`src/rtl/mod_pkg.sv`:
```
// rtl/mod_pkg.sv - shared modulus parameters and issuer state type
// Shared by the issuer, the multiplier and the reduction blocks.
package mod_pkg;

  // Operand / remainder width.
  localparam int P_WIDTH = 16;

  // Modulus p (largest 16-bit prime).
  localparam logic [P_WIDTH-1:0] P_MOD = 16'd65521;

  typedef enum logic [1:0] {
    IDLE = 2'd0,
    RST  = 2'd1,
    RUN  = 2'd2,
    OUT  = 2'd3
  } issuer_state_e;

endpackage

```
`src/rtl/modmul_issuer_if.sv`:
```
// rtl/modmul_issuer_if.sv - operand, result and multiplier handshake bundle
// Ports (slave = issuer view):
//   in_valid/in_ready/in_a/in_b       operand stream into the issuer
//   out_valid/out_ready/out_r         result stream out of the issuer
//   mul_reset/mul_enable/mul_a/mul_b  issuer -> multiplier control and operands
//   mul_done/mul_r                    multiplier -> issuer completion and remainder
//   timeout_err                       sticky job-abandoned flag
interface modmul_issuer_if import mod_pkg::*; ();

  logic               in_valid;
  logic               in_ready;
  logic [P_WIDTH-1:0] in_a;
  logic [P_WIDTH-1:0] in_b;

  logic               out_valid;
  logic               out_ready;
  logic [P_WIDTH-1:0] out_r;

  logic               mul_reset;
  logic               mul_enable;
  logic [P_WIDTH-1:0] mul_a;
  logic [P_WIDTH-1:0] mul_b;
  logic               mul_done;
  logic [P_WIDTH-1:0] mul_r;

  logic               timeout_err;

  // Issuer side.
  modport slave (
    input  in_valid, in_a, in_b, out_ready, mul_done, mul_r,
    output in_ready, out_valid, out_r, mul_reset, mul_enable, mul_a, mul_b,
           timeout_err
  );

  // Environment side: producer, consumer and multiplier.
  modport master (
    output in_valid, in_a, in_b, out_ready, mul_done, mul_r,
    input  in_ready, out_valid, out_r, mul_reset, mul_enable, mul_a, mul_b,
           timeout_err
  );

endinterface

```
`src/rtl/modmul_watchdog.sv`:
```
// rtl/modmul_watchdog.sv - cycle counter that flags a job running too long
// Ports:
//   clk, reset   clock and synchronous active-high reset
//   clear        hold the count at zero (asserted whenever not running)
//   count_en     advance the count by one per cycle
//   expired      count has reached TIMEOUT-1
module modmul_watchdog #(
  parameter int TIMEOUT = 1024
) (
  input  logic clk,
  input  logic reset,
  input  logic clear,
  input  logic count_en,
  output logic expired
);

  localparam int W = $clog2(TIMEOUT);

  logic [W-1:0] cnt_q;
  logic [W-1:0] cnt_d;

  assign expired = (cnt_q == W'(TIMEOUT - 1));

  // Stops at TIMEOUT-1 so the count never wraps if the owner lingers.
  always_comb begin
    cnt_d = cnt_q;
    if (clear) begin
      cnt_d = '0;
    end else if (count_en && !expired) begin
      cnt_d = cnt_q + 1'b1;
    end
  end

  always_ff @(posedge clk) begin
    if (reset) begin
      cnt_q <= '0;
    end else begin
      cnt_q <= cnt_d;
    end
  end

endmodule

```
`src/rtl/modmul_issuer.sv`:
```
// rtl/modmul_issuer.sv - single-job sequencer driving one modular multiplier
// Ports:
//   clk, reset   clock and synchronous active-high reset
//   bus          modmul_issuer_if.slave: operand stream in, result stream out,
//                multiplier reset/enable/done handshake, sticky timeout_err
module modmul_issuer import mod_pkg::*; #(
  parameter int TIMEOUT = 1024
) (
  input  logic            clk,
  input  logic            reset,
  modmul_issuer_if.slave  bus
);

  issuer_state_e      state_q, state_d;
  logic               in_ready_q, in_ready_d;
  logic               out_valid_q, out_valid_d;
  logic               mul_reset_q, mul_reset_d;
  logic               mul_enable_q, mul_enable_d;
  logic               timeout_err_q, timeout_err_d;
  logic [P_WIDTH-1:0] out_r_q, out_r_d;
  logic [P_WIDTH-1:0] mul_a_q, mul_a_d;
  logic [P_WIDTH-1:0] mul_b_q, mul_b_d;

  logic wd_expired;

  // Counter is cleared everywhere but RUN, so it reads 0 on RUN entry.
  modmul_watchdog #(
    .TIMEOUT (TIMEOUT)
  ) u_watchdog (
    .clk      (clk),
    .reset    (reset),
    .clear    (state_q != RUN),
    .count_en (state_q == RUN),
    .expired  (wd_expired)
  );

  always_comb begin
    state_d       = state_q;
    out_r_d       = out_r_q;
    mul_a_d       = mul_a_q;
    mul_b_d       = mul_b_q;
    timeout_err_d = timeout_err_q;

    case (state_q)
      IDLE: begin
        // in_ready_q gates acceptance so nothing is taken in the last
        // cycle of reset, when the state is already IDLE.
        if (in_ready_q && bus.in_valid) begin
          mul_a_d = bus.in_a;
          mul_b_d = bus.in_b;
          state_d = RST;
        end
      end
      RST: begin
        state_d = RUN;
      end
      RUN: begin
        // Done takes priority over a timeout in the same cycle.
        if (bus.mul_done) begin
          out_r_d = bus.mul_r;
          state_d = OUT;
        end else if (wd_expired) begin
          timeout_err_d = 1'b1;
          state_d       = IDLE;
        end
      end
      OUT: begin
        if (bus.out_ready) begin
          state_d = IDLE;
        end
      end
      default: begin
        state_d = IDLE;
      end
    endcase

    // Handshake outputs are registered decodes of the next state, so they
    // change in the same cycle the state does and carry no input paths.
    in_ready_d   = (state_d == IDLE);
    mul_reset_d  = (state_d == RST);
    mul_enable_d = (state_d == RUN);
    out_valid_d  = (state_d == OUT);
  end

  always_ff @(posedge clk) begin
    if (reset) begin
      state_q       <= IDLE;
      in_ready_q    <= 1'b0;
      out_valid_q   <= 1'b0;
      mul_reset_q   <= 1'b0;
      mul_enable_q  <= 1'b0;
      timeout_err_q <= 1'b0;
      out_r_q       <= '0;
      mul_a_q       <= '0;
      mul_b_q       <= '0;
    end else begin
      state_q       <= state_d;
      in_ready_q    <= in_ready_d;
      out_valid_q   <= out_valid_d;
      mul_reset_q   <= mul_reset_d;
      mul_enable_q  <= mul_enable_d;
      timeout_err_q <= timeout_err_d;
      out_r_q       <= out_r_d;
      mul_a_q       <= mul_a_d;
      mul_b_q       <= mul_b_d;
    end
  end

  assign bus.in_ready    = in_ready_q;
  assign bus.out_valid   = out_valid_q;
  assign bus.out_r       = out_r_q;
  assign bus.mul_reset   = mul_reset_q;
  assign bus.mul_enable  = mul_enable_q;
  assign bus.mul_a       = mul_a_q;
  assign bus.mul_b       = mul_b_q;
  assign bus.timeout_err = timeout_err_q;

endmodule

```
`src/flat_wrapper.sv`:
```
// flat-port wrapper written by rule: the top's interface ports become plain ports
module modmul_issuer_flat import mod_pkg::*;
#(
  parameter int TIMEOUT = 1024
)
  (clk, reset, bus_in_valid, bus_in_a, bus_in_b, bus_out_ready, bus_mul_done, bus_mul_r, bus_in_ready, bus_out_valid, bus_out_r, bus_mul_reset, bus_mul_enable, bus_mul_a, bus_mul_b, bus_timeout_err);
  modmul_issuer_if bus_i ();
  input  logic clk;
  input  logic reset;
  input wire logic [$bits(bus_i.in_valid)-1:0] bus_in_valid;
  input wire logic [$bits(bus_i.in_a)-1:0] bus_in_a;
  input wire logic [$bits(bus_i.in_b)-1:0] bus_in_b;
  input wire logic [$bits(bus_i.out_ready)-1:0] bus_out_ready;
  input wire logic [$bits(bus_i.mul_done)-1:0] bus_mul_done;
  input wire logic [$bits(bus_i.mul_r)-1:0] bus_mul_r;
  output wire logic [$bits(bus_i.in_ready)-1:0] bus_in_ready;
  output wire logic [$bits(bus_i.out_valid)-1:0] bus_out_valid;
  output wire logic [$bits(bus_i.out_r)-1:0] bus_out_r;
  output wire logic [$bits(bus_i.mul_reset)-1:0] bus_mul_reset;
  output wire logic [$bits(bus_i.mul_enable)-1:0] bus_mul_enable;
  output wire logic [$bits(bus_i.mul_a)-1:0] bus_mul_a;
  output wire logic [$bits(bus_i.mul_b)-1:0] bus_mul_b;
  output wire logic [$bits(bus_i.timeout_err)-1:0] bus_timeout_err;
  assign bus_i.in_valid = bus_in_valid;
  assign bus_i.in_a = bus_in_a;
  assign bus_i.in_b = bus_in_b;
  assign bus_i.out_ready = bus_out_ready;
  assign bus_i.mul_done = bus_mul_done;
  assign bus_i.mul_r = bus_mul_r;
  assign bus_in_ready = bus_i.in_ready;
  assign bus_out_valid = bus_i.out_valid;
  assign bus_out_r = bus_i.out_r;
  assign bus_mul_reset = bus_i.mul_reset;
  assign bus_mul_enable = bus_i.mul_enable;
  assign bus_mul_a = bus_i.mul_a;
  assign bus_mul_b = bus_i.mul_b;
  assign bus_timeout_err = bus_i.timeout_err;
  modmul_issuer #(.TIMEOUT(TIMEOUT)) u_core (.clk(clk), .reset(reset), .bus(bus_i));
endmodule
```
`config.mk`:
```
export PLATFORM = sky130hd
export DESIGN_NAME = modmul_issuer_flat
export DESIGN_NICKNAME = d
export VERILOG_FILES = /design/src/rtl/mod_pkg.sv /design/src/rtl/modmul_issuer_if.sv /design/src/rtl/modmul_watchdog.sv /design/src/rtl/modmul_issuer.sv /design/src/flat_wrapper.sv
export SDC_FILE = /design/constraint.sdc
export NUM_CORES = 1
export LEC_CHECK = 0
export CELL_PAD_IN_SITES_DETAIL_PLACEMENT = 2
export CELL_PAD_IN_SITES_GLOBAL_PLACEMENT = 2
export CORE_ASPECT_RATIO = 1.1
export CORE_MARGIN = 2
export CORE_UTILIZATION = 23
export DETAILED_ROUTE_END_ITERATION = 10
export PLACE_DENSITY_LB_ADDON = 0.1
export SLEW_MARGIN = 20
export SYNTH_ARGS = -nofsm -noshare
export SYNTH_HDL_FRONTEND = slang
export SYNTH_SLANG_ARGS = --single-unit
```
`constraint.sdc`:
```
create_clock -name clk -period 1.9 [get_ports clk]
set_input_delay 0.38 -clock clk [delete_from_list [all_inputs] [get_ports clk]]
set_output_delay 0.38 -clock clk [all_outputs]
set_load 0.005 [all_outputs]
```
==> out/qor.yml, run 1 <==
critPathLaunchType: "register"
power.density_nw_per_um2: 1050
cts-buffers-inserted: 9
grt_antenna_before_repair: 0
power_frac_seq: 0.376
grt_setup_unrepaired: "no"
cts_tree: "yes"
timing.slew.headroom: 0.607
cts-root-to-sink-buffers: 2
setup_violations: 0
insertedDiodeCount: 0
synth_seq_area_share: 0.514
synth_compound_area_frac: 0.176
finalWirelength_mm: 8.49
yosys_warnings: 0
post_synth_fa_ha_maj_area_fraction: 0.00494
grt_pass1_vias: 2683
post-route-drc-count: 0
share_comb_of_total_power: 0.200
width_of_the_die_um: 104
hold_violations: 0
post_cts_resized: 0
finalWorstPathRequiredPeriod_ns: 1.72
worst-setup-path-type: "register to register"
chipHeight_um: 114
setup.reg_to_reg.worst_slack_ns: 0.18
main_combinational_cell_family_by_area_after_synthesis: "simple AND/OR/NAND/NOR gates"
clockRootBuffer: "sky130_fd_sc_hd__clkbuf_16"
post_synth.cell_area_avg_um2: 8.41
grt_start_max_net_pins: 43
detailroute.via_count: 2541
drtPass1Iterations: 4
initialDrtViolationCount: 44
critical_path.slowest_cell: "sky130_fd_sc_hd__dfxtp_1"
achievable-frequency_ghz: 0.582
first_pass_grt_wire_length_mm: 13.9
final_core_util: 0.373
post_dp_hpwl_mm: 6.08
power.share.clock: 0.424
slew_violations: 0
power.switching_uw: 1070
top_layer_used: "met4"
crit_path_end_kind: "register"
tns_ns: 0
clock-sinks: 65
final_layout_size_suffix_gt1_frac: 0.0713
overflow_after_grt: 0
synthArstFlopShare: 0
run_status: "completed"
cts_max_level: 3
p_int_uw: 3170
leading_cell_type_in_the_layout_fill_and_taps_excluded: "sky130_fd_sc_hd__clkdlybuf4s50_1"
yosys.area_share.simple: 0.244
synth.distinct_cells: 41
cp.buffers_inverters: 0
core_area_um2: 10800
reg_clk_slew_reported_paths_ns: 0.06
detail_route.wl_per_cell_um: 15.3
start_util: 0.234
syn_inst: 301
yosys-mux-area-fraction: 0.00395
core.rowCount: 40
critical_path.max_stage_delay_ns: 0.42
worstPathCellList: "ha_1 -> nand3_1 -> nor4_4 -> a2111oi_2"
skew_ns: 0.00401
place.port_buffers: 105
timing_worst_slew_pin_value_ns: 0.583
post_synth_xor_area_fraction: 0
timing.critical_path.arrival_ns: 1.90
switching_share: 0.253
total_leakage_power_uw: 0.00137
fin_crit_sh: 0.904
gpl.final_weighted_congestion: 0.722
wl_met3_um: 399
worstPathRequired_ns: 2.09
routed_via_density: 4.59
mappedNetlistArea_um2: 2530
holdCritPathClass: "input pin to register"
clk_latency_ns: 0.33
detail-route-antenna-nets: 0
vdd_ir_drop_max_mv: 0.359
timing.max_cap.violations: 0
synth_enable_flop_cells: 0
post-cts-setup-buffers: 0
pin_count: 106
synth_nets: 355
finish.net_count: 456
worst-path-max-fanout: 8
cpLargestDelayFamily: "simple AND/OR/NAND/NOR gates"
mostFrequentLayoutCells: "sky130_fd_sc_hd__clkdlybuf4s50_1 (104), sky130_fd_sc_hd__nand2_1 (100), sky130_fd_sc_hd__dfxtp_1 (65)"
postSynthRegisterBits: 65
dieArea_um2: 11900
met2RoutedLength_mm: 4.21
syn2layout_area_growth_pct: 59.4
yosys_most_used_dff: "sky130_fd_sc_hd__dfxtp_1"
post_cts_hold_fix_bufs: 0
met1Wirelength_mm: 3.77
groute.usage.overall: 0.149
timing.hold.ws_ns: 0.420
cell type report:
type,instances,area [um^2]
inverters,4,15.0
clock inverters,1,30.0
repair buffers,112,1120
flip-flops and latches,65,1300
clock buffers,15,298
multi-input cells,210,1090
fillers,1231,6770
well taps,147,184
worst reg2reg max path, cell delays in order (launching register included):
cell and delay, ns:
sky130_fd_sc_hd__dfxtp_1 0.42, sky130_fd_sc_hd__ha_1 0.35, sky130_fd_sc_hd__nand3_1 0.34, sky130_fd_sc_hd__nor4_4 0.34, sky130_fd_sc_hd__a2111oi_2 0.13
per-stage QoR:
stage | setup slack, ns | power (uW) | area (um^2) | cells
global route | 0.0335 | 4470 | 4040 | 554
detailed placement | 0.117 | 2500 | 3710 | 538
global placement | 0.168 | 2470 | 3710 | 538
CTS | 0.197 | 4330 | 4040 | 554
finish | 0.183 | 4240 | 4040 | 554
floorplan | 0.508 | 2020 | 2530 | 301
power groups by stage:
| stage | Sequential, uW | Clock (uW) | Combinational, uW |
|---|---|---|---|
| 2_1_floorplan | 1600 | 0 | 412 |
| 3_3_place_gp | 1620 | 0 | 853 |
| 3_5_place_dp | 1630 | 0 | 871 |
| 4_1_cts | 1600 | 1860 | 873 |
| 5_1_grt | 1620 | 1910 | 943 |
| 6_report | 1590 | 1800 | 849 |
cells in the mapped netlist, types with 3 or more instances:
| master | number | area share |
|---|---|---|
| sky130_fd_sc_hd__nand2_1 | 100 | 0.15 |
| sky130_fd_sc_hd__dfxtp_1 | 65 | 0.51 |
| sky130_fd_sc_hd__a21oi_1 | 51 | 0.10 |
| sky130_fd_sc_hd__buf_2 | 10 | 0.020 |
| sky130_fd_sc_hd__nand3_1 | 7 | 0.014 |
| sky130_fd_sc_hd__clkbuf_1 | 6 | 0.0089 |
| sky130_fd_sc_hd__a31oi_1 | 5 | 0.012 |
| sky130_fd_sc_hd__buf_6 | 4 | 0.018 |
| sky130_fd_sc_hd__inv_1 | 4 | 0.0059 |
| sky130_fd_sc_hd__nor3_1 | 4 | 0.0079 |
| sky130_fd_sc_hd__a211oi_1 | 3 | 0.0089 |
| sky130_fd_sc_hd__nor2_1 | 3 | 0.0044 |
| sky130_fd_sc_hd__nor4_1 | 3 | 0.0074 |
| sky130_fd_sc_hd__o21ai_0 | 3 | 0.0059 |
kinds of logic (layout without fill, tap and decap cells):
logic type | after synthesis | after routing
adder cells (fa/ha/maj) | 1 | 1
AO/OA/AOI/OAI | 74 | 74
flip-flops | 65 | 65
buffers and inverters | 26 | 132
multiplexers | 1 | 1
AND/OR/NAND/NOR | 134 | 134
layer usage:
metal  global-route usage  vias up
li1                     -     1231
met1                0.176     1240
met2                0.258       62
met3               0.0341        8
met4               0.0703        0
met5                    0        -
worst paths after layout:
check | start | cells after the start | end
max reg2reg | u_core.u_watchdog.cnt_q[0]$_SDFFE_PP0P_ | 4 | u_core.bus.out_valid$_SDFF_PP0_
max | u_core.u_watchdog.cnt_q[0]$_SDFFE_PP0P_ | 4 | u_core.bus.out_valid$_SDFF_PP0_
min reg2reg | u_core.bus.out_r[4]$_SDFFE_PP0P_ | 2 | u_core.bus.out_r[4]$_SDFFE_PP0P_
min | reset | 2 | u_core.bus.mul_reset$_SDFF_PP0_
state kept, by name (all words and copies together), names as in the netlist:
| name | count |
|---|---|
| u_core.bus.in_ready | 1 |
| u_core.bus.mul_a | 16 |
| u_core.bus.mul_b | 16 |
| u_core.bus.mul_enable | 1 |
| u_core.bus.mul_reset | 1 |
| u_core.bus.out_r | 16 |
| u_core.bus.out_valid | 1 |
| u_core.bus.timeout_err | 1 |
| u_core.state_q | 2 |
| u_core.u_watchdog.cnt_q | 10 |
Note: power is estimated with default switching activity, not from simulation.
==> run 2: changes to the inputs <==
REMOVE_ABC_BUFFERS = 1   (was unset)
==> run 2 against run 1 <==
  * Fmax increased by 7.3%
  * Clock-buffer cell count is 3 lower
  * Global-route usage decreased by 0.23 points
  * Worst hold slack better by 0.0083 ns
  * Critical endpoint is now bus_in_ready
==> out/qor.yml, run 2 (synthesized netlist as in run 1, its figures left out) <==
critical_path.max_stage_delay_ns: 0.55
worstPathRequired_ns: 1.52
setup_violations: 0
finish.net_count: 455
dieArea_um2: 11900
width_of_the_die_um: 104
vdd_ir_drop_max_mv: 0.363
finalWorstPathRequiredPeriod_ns: 1.60
total_leakage_power_uw: 0.00135
detail_route.wl_per_cell_um: 15.3
start_util: 0.234
critPathLaunchType: "register"
grt_pass1_vias: 2668
leading_cell_type_in_the_layout_fill_and_taps_excluded: "sky130_fd_sc_hd__clkdlybuf4s50_1"
chipHeight_um: 114
detailroute.via_count: 2528
post_dp_hpwl_mm: 5.71
cts_tree: "yes"
achievable-frequency_ghz: 0.625
initialDrtViolationCount: 43
run_status: "completed"
core_area_um2: 10800
power.share.clock: 0.402
drtPass1Iterations: 4
power.density_nw_per_um2: 1020
post-route-drc-count: 0
syn2layout_area_growth_pct: 57.9
place_inst: 537
clk_latency_ns: 0.32
grt_setup_unrepaired: "no"
finalWirelength_mm: 8.45
crit-reg2reg-capture: "u_core.bus.in_ready$_SDFF_PP0_"
clock-sinks: 65
worst_r2r_path_cells: 5
grt_start_max_net_pins: 54
slew_violations: 0
timing.critical_path.arrival_ns: 1.22
place.port_buffers: 105
switching_share: 0.255
cpLargestDelayFamily: "buffers and inverters"
skew_ns: 0.00714
holdCritPathClass: "input pin to register"
share_comb_of_total_power: 0.206
hold_violations: 0
setup.reg_to_reg.worst_slack_ns: 0.33
crit_path_end_kind: "output pin"
routed_via_density: 4.58
grt_antenna_before_repair: 0
worstPathCellList: "clkdlybuf4s50_1"
worst-path-max-fanout: 4
core.rowCount: 40
detail-route-antenna-nets: 0
post-cts-setup-buffers: 0
first_pass_grt_wire_length_mm: 13.7
critical_path.slowest_cell: "sky130_fd_sc_hd__clkdlybuf4s50_1"
hold_path_end: "u_core.u_watchdog.cnt_q[2]$_SDFFE_PP0P_"
timing_worst_slew_pin_value_ns: 0.620
tns_ns: 0
p_int_uw: 3030
timing.slew.headroom: 0.587
insertedDiodeCount: 0
final_cells: 552
clockRootBuffer: "sky130_fd_sc_hd__clkbuf_16"
worst-setup-path-type: "register to output pin"
groute.usage.overall: 0.147
post_cts_hold_fix_bufs: 0
timing.max_cap.violations: 0
mostFrequentLayoutCells: "sky130_fd_sc_hd__clkdlybuf4s50_1 (104), sky130_fd_sc_hd__nand2_1 (100), sky130_fd_sc_hd__dfxtp_1 (65)"
cts_max_level: 3
gpl.final_weighted_congestion: 0.725
overflow_after_grt: 0
cp.buffers_inverters: 1
power.switching_uw: 1040
power_frac_seq: 0.393
reg_clk_slew_reported_paths_ns: 0.05
fin_crit_sh: 0.843
cts-buffers-inserted: 9
cts-root-to-sink-buffers: 2
pin_count: 106
worst_hold_startpoint: "reset"
final_layout_size_suffix_gt1_frac: 0.0667
post_cts_resized: 0
holdPathStages: 4
crit-reg2reg-launch: "u_core.u_watchdog.cnt_q[0]$_SDFFE_PP0P_"
==> run 2: cell types whose count changed in the layout (fill, tap and decap cells not counted), sizes merged <==
cell    previous run  this run
buf                8         7
clkbuf            15        12
clkinv             0         2
==> run 2: how the worst max path moves through the flow <==
stage	from	end	cells after the start	slack, ns
CTS	u_core.bus.in_ready$_SDFF_PP0_	bus_in_ready	1	0.27
floorplan	u_core.state_q[0]$_SDFF_PP0_	u_core.bus.mul_a[0]$_SDFFE_PP0P_	3	0.28
global route	u_core.u_watchdog.cnt_q[0]$_SDFFE_PP0P_	u_core.u_watchdog.cnt_q[8]$_SDFFE_PP0P_	5	0.18
finish	u_core.bus.in_ready$_SDFF_PP0_	bus_in_ready	1	0.30
global placement	bus_mul_done	u_core.bus.mul_enable$_SDFF_PP0_	4	0.19
detailed placement	bus_mul_done	u_core.bus.mul_enable$_SDFF_PP0_	4	0.16
==> run 2: layer usage <==
layer | vias to the layer above | GRT usage | share of wire
met5 | - | 0 | 0
met2 | 69 | 0.254 | 0.50
met3 | 4 | 0.0472 | 0.056
met1 | 1226 | 0.170 | 0.43
li1 | 1229 | - | -
met4 | 0 | 0.0541 | 0.0078
==> run 2: metrics by stage <==
stage	total power, uW	instance area [um^2]	utilization	setup WS [ns]	hold slack (ns)
2_1_floorplan	1930	2400	-	0.277	0.447
3_3_place_gp	2460	3700	0.342	0.192	0.442
3_5_place_dp	2480	3700	0.342	0.164	0.449
4_1_cts	4160	4000	0.370	0.267	0.416
5_1_grt	4310	4000	0.370	0.177	0.431
6_report	4070	4000	0.370	0.299	0.429
==> run 2: layout make-up <==
type,instances,area [um^2]
Clock inverter,3,40.0
Multi-Input combinational cell,210,1090
Inverter,4,15.0
Sequential cell,65,1300
Timing Repair Buffer,111,1120
Clock buffer,12,256
Tap cell,147,184
Fill cell,1234,6810
==> run 2: power by group through the flow <==
| stage | clock, uW | combinational, uW | sequential, uW |
|---|---|---|---|
| 2_1_floorplan | 0 | 310 | 1620 |
| 3_3_place_gp | 0 | 844 | 1620 |
| 3_5_place_dp | 0 | 854 | 1630 |
| 4_1_cts | 1700 | 861 | 1600 |
| 5_1_grt | 1760 | 929 | 1620 |
| 6_report | 1640 | 838 | 1600 |
==> patch 1, RTL diff (config.mk and constraints of run 1) <==
Reset style: asynchronous (`reset`), changed in 2 clocked blocks. Comments in the files are not updated.
--- a/src/rtl/modmul_watchdog.sv
+++ b/src/rtl/modmul_watchdog.sv
@@ -33,3 +33,3 @@
 
-  always_ff @(posedge clk) begin
+  always_ff @(posedge clk or posedge reset) begin
     if (reset) begin
--- a/src/rtl/modmul_issuer.sv
+++ b/src/rtl/modmul_issuer.sv
@@ -84,3 +84,3 @@
 
-  always_ff @(posedge clk) begin
+  always_ff @(posedge clk or posedge reset) begin
     if (reset) begin
Check against the original RTL: differs if reset is asserted again (counterexample within 4 cycles, from zero or initial values and one cycle with reset high); with reset held inactive, the same outputs for 10 cycles.
==> patch 1 against run 1 <==
  * Hold slack improved by 0.048 ns
  * Final cell count fell by 19%
  * Count of clock-buffer cells in the layout decreased by 3
  * Die area up 4.7%
  * Global-route usage is 1.9 points lower
  * Routed wire length fell by 12%
  * Utilization decreased by 0.29 points
  * Synthesized area rose by 4.8%
  * Setup slack improved by 0.085 ns
  * Sequential cell count did not move
  * Design area increased by 4.5%
  * Critical path type unchanged
Power is not compared: it rests on default switching activity, and its combinational part moved more than twofold at a synthesized area within 25%.
==> patch 1: results (changes against run 1) <==
| Metric | Value |
|---|---|
| Crit Reg-Reg Endpoint | u_core.state_q[1] |
| WL final | 7.44 mm (-12%) |
| Filler cell count in the final layout | 1,202 (-2.4%) |
| CP Capture Point | u_core.state_q[1] |
| Maximum number of pins on one net before global-route repair | 66 (+53%) |
| Actual transition at the worst max-transition pin | 0.484 ns (-0.0987 ns) |
| DRT Pass-1 Iters | 3 (-1) |
| Outcome | finished, final reports clean |
| Met3 WL post-DR | 472 um (+18%) |
| Pre-CTS WS | 0.0556 ns (-0.0609 ns) |
| Period minus WS final | 1.63 ns (-0.0853 ns) |
| Routability-driven placement congestion ratio | 0.698 (-3.2%) |
| R2R setup slack | 0.27 ns (+0.09 ns) |
| Total placed instance area | 3900 um2 (+5.2%) |
| Worst hold-check slack | 0.468 ns (+0.0480 ns) |
| Crit path DAT | 1.83 ns (-0.07 ns) |
| Post-synthesis mux area share | 22.5% (+22 points) |
| Asr flop ratio synth | 100% (+100 points) |
| Global-route met2 utilization | 19.6% (-6.2 points) |
| HPWL after DPL | 5.25 mm (-14%) |
| Cell-internal power | 4.81 mW |
| GR met1 Demand/Resource | 17.1% (-0.51 points) |
| Vias/cell | 4.36 (-4.9%) |
| Post-Route M1 WL | 3.37 mm (-11%) |
| Via Count | 1,946 (-23%) |
| Overall Global Routing Usage | 13.0% (-1.9 points) |
| Synthesized Nets | 235 (-34%) |
| Total Nets Final | 345 (-24%) |
| Met3 layer usage reported by global route | 4.07% (+0.66 points) |
| First-pass GRT wire length | 12.1 mm (-13%) |
| Layout cells sized above 1 | 24.0% (+17 points) |
| Library cells used by synthesis | 39 (-4.9%) |
| Worst setup path start | u_core.u_watchdog.cnt_q[0] |
| Predominant post-synthesis flop cell | dfrtp_1 |
| Leading cell types by count after synthesis | dfrtp_1 (65), mux2_2 (36), mux2_4 (10), nand2_1 (6) |
| Compound-gate portion of the synthesized area | 5.47% (-12 points) |
| Path type of the worst min-delay path | reg -> reg |
| Skew final | 0.00705 ns (+0.00304 ns) |
| Hold path depth | 1 (-1) |
| Post-Synth Adder-Cell Area | 0.471% (-0.023 points) |
| Highest fanout seen on the critical path | 6 (-2) |
| Violation count after the first detailed-route iteration | 50 (+14%) |
| Total instance count after detailed placement | 430 (-20%) |
-- patch 1: changes by cell type after synthesis, sizes merged, moves of 8 or more --
| cell | change |
|---|---|
| nand2 | -93 |
| dfrtp | +65 |
| dfxtp | -65 |
| a21oi | -49 |
| mux2 | +48 |
| buf | -8 |
-- patch 1: worst max-delay path: stages, from the launching register on --
cell     delay, ns
dfrtp_1       0.42
ha_1          0.24
nand3_1       0.22
nor4_1        0.49
o21ai_0       0.13
-- patch 1: power groups by stage --
stage	clock (mW)	combinational, mW	sequential, mW
CTS	1.81	2.51	2.38
finish	1.74	2.45	2.36
floorplan	0	1.00	2.35
global route	1.86	2.67	2.46
global placement	0	2.47	2.36
detailed placement	0	2.50	2.39
-- patch 1: cell type report --
| class | instances | share of cell area [%] |
|---|---|---|
| flip-flops and latches | 65 | 38.5 |
| repair buffers | 109 | 26.5 |
| multi-input cells | 104 | 22.7 |
| clock buffers | 12 | 6.31 |
| well taps | 150 | 4.45 |
| clock inverters | 4 | 1.19 |
| inverters | 2 | 0.267 |
==> patch 2, RTL diff (settings of run 1) <==
Made on the original files. `TIMEOUT` is set to 1024 in 3 places; all go to 512.
--- a/src/rtl/modmul_watchdog.sv
+++ b/src/rtl/modmul_watchdog.sv
@@ -7,3 +7,3 @@
 module modmul_watchdog #(
-  parameter int TIMEOUT = 1024
+  parameter int TIMEOUT = 512
 ) (
--- a/src/rtl/modmul_issuer.sv
+++ b/src/rtl/modmul_issuer.sv
@@ -6,3 +6,3 @@
 module modmul_issuer import mod_pkg::*; #(
-  parameter int TIMEOUT = 1024
+  parameter int TIMEOUT = 512
 ) (
--- a/src/flat_wrapper.sv
+++ b/src/flat_wrapper.sv
@@ -3,3 +3,3 @@
 #(
-  parameter int TIMEOUT = 1024
+  parameter int TIMEOUT = 512
 )
Formal check against the unedited RTL: same outputs for any inputs over 10 cycles, from zero or initial values and one cycle with reset high; that may be too few to reach the edited logic, so the function may still have changed.
==> patch 2 against run 1 <==
  * Synthesized area decreased by 6.3%
  * Setup slack got worse by 0.0034 ns
  * Combinational power decreased by 45%
  * Sequential cell count decreased by 1
  * Non-clock buffer count increased by 3
  * Routed wire length decreased by 9.7%
  * Power decreased by 25%
  * Via count decreased by 9.6%
  * Die area decreased by 6.0%
  * Design area decreased by 6.1%
  * Largest cell class unchanged
  * Largest power group is now sequential cells
==> patch 2: results (changes against run 1) <==
| Metric | Value |
|---|---|
| Max Fclk | 581 MHz (-0.20%) |
| Reg2Reg Depth | 7 (+3) |
| Highest fanout seen on the critical path | 7 (-1) |
| Compound-gate portion of the synthesized area | 12.5% (-5.1 points) |
| Proportion of power drawn by flip-flops and latches | 45.5% (+7.9 points) |
| Switching power as a share of total power | 23.8% (-1.5 points) |
| Total instance count after detailed placement | 497 (-7.6%) |
| Pre-CTS WS | 0.0828 ns (-0.0337 ns) |
| Number of non-clock inverters in the layout | 2 (-2) |
| Number of global-route vias before repair | 2,504 (-6.7%) |
| Multi-input combinational cell area | 990 um2 (-8.9%) |
| Crit Reg-Reg Endpoint | u_core.bus.mul_reset |
| Worst supply voltage drop on vdd | 310 uV (-14%) |
| Overall Global Routing Usage | 14.5% (-0.36 points) |
| Layout cells sized above 1 | 8.40% (+1.3 points) |
| Worst hold-check slack | 0.421 ns (+0.000764 ns) |
| Syn Area/Cell | 8.48 um2 (+0.75%) |
| Total number of yosys warnings | 0 (unchanged) |
| Total Nets Final | 443 (-2.9%) |
| Crit path DAT | 2.00 ns (+0.10 ns) |
| Wirelength per Cell | 14.9 um (-2.5%) |
| Filler cell count in the final layout | 1,122 (-8.9%) |
| Post-synthesis instance total | 280 (-7.0%) |
| Flip-flop and latch share of the layout cell area | 33.8% (+1.6 points) |
| Xor and xnor fraction of the mapped netlist area | 1.48% (+1.5 points) |
| Total placed instance area | 3570 um2 (-3.7%) |
| Sequential element share of the synthesized area | 54.0% (+2.6 points) |
| Yosys reg bits | 64 (-1.5%) |
| Layout clock buffer count | 14 (-1) |
| Violation count after the first detailed-route iteration | 41 (-6.8%) |
| Comb_multi_in | 196 (-6.7%) |
| Maximum number of pins on one net before global-route repair | 33 (-23%) |
| Period minus WS final | 1.72 ns (+0.00339 ns) |
| Bufs w/o clock | 115 (+2.7%) |
| Outcome | finished, final reports clean |
| Post-Synth Adder-Cell Area | 1.05% (+0.56 points) |
| First-pass GRT wire length | 12.7 mm (-8.8%) |
| Actual transition at the worst max-transition pin | 0.343 ns (-0.240 ns) |
| Synthesized Nets | 335 (-5.6%) |
| Library cell used as clock root buffer | clkbuf_8 |
| WL final | 7.67 mm (-9.7%) |
| Post-synthesis mux area share | 0.843% (+0.45 points) |
| Skew final | 0.00641 ns (+0.00241 ns) |
| Hold Crit Endpoint | u_core.bus.mul_b[12] |
| Library cells used by synthesis | 34 (-17%) |
| Via Count | 2,298 (-9.6%) |
| Fraction of standard cell area in multi-input logic | 26.1% (-0.80 points) |
| Leading cell types by count after synthesis | nand2_1 (99), dfxtp_1 (64), a21oi_1 (50), nor2_1 (10), clkbuf_1 (6) |
| Clk network pwr share | 40.0% (-2.4 points) |
| HPWL after DPL | 5.46 mm (-10%) |
## patch 2: changes by cell type after synthesis, moves of 3 or more
| cell | before | now |
|---|---|---|
| xor2_1 | 0 | 3 |
| a31oi_1 | 5 | 1 |
| buf_2 | 10 | 4 |
| buf_4 | 1 | 4 |
| nor2_1 | 3 | 10 |
| a211oi_1 | 3 | 0 |
| nand3_1 | 7 | 2 |
## patch 2: per-layer routing
metal	part of all wire (%)	vias to the layer above	track usage [%]
met2	46	69	22.9
met3	6.7	10	4.24
met1	46	1086	18.1
met4	1.8	0	6.58
met5	0	-	0
li1	-	1133	-
## patch 2: cells by family (layout without fill, tap and decap cells)
family | Yosys count | after routing
AND/OR/NAND/NOR | 132 | 132
flip-flops | 64 | 64
AO/OA/AOI/OAI | 56 | 56
buffers and inverters | 20 | 133
XOR/XNOR | 4 | 4
adder cells (fa/ha/maj) | 2 | 2
multiplexers | 2 | 2
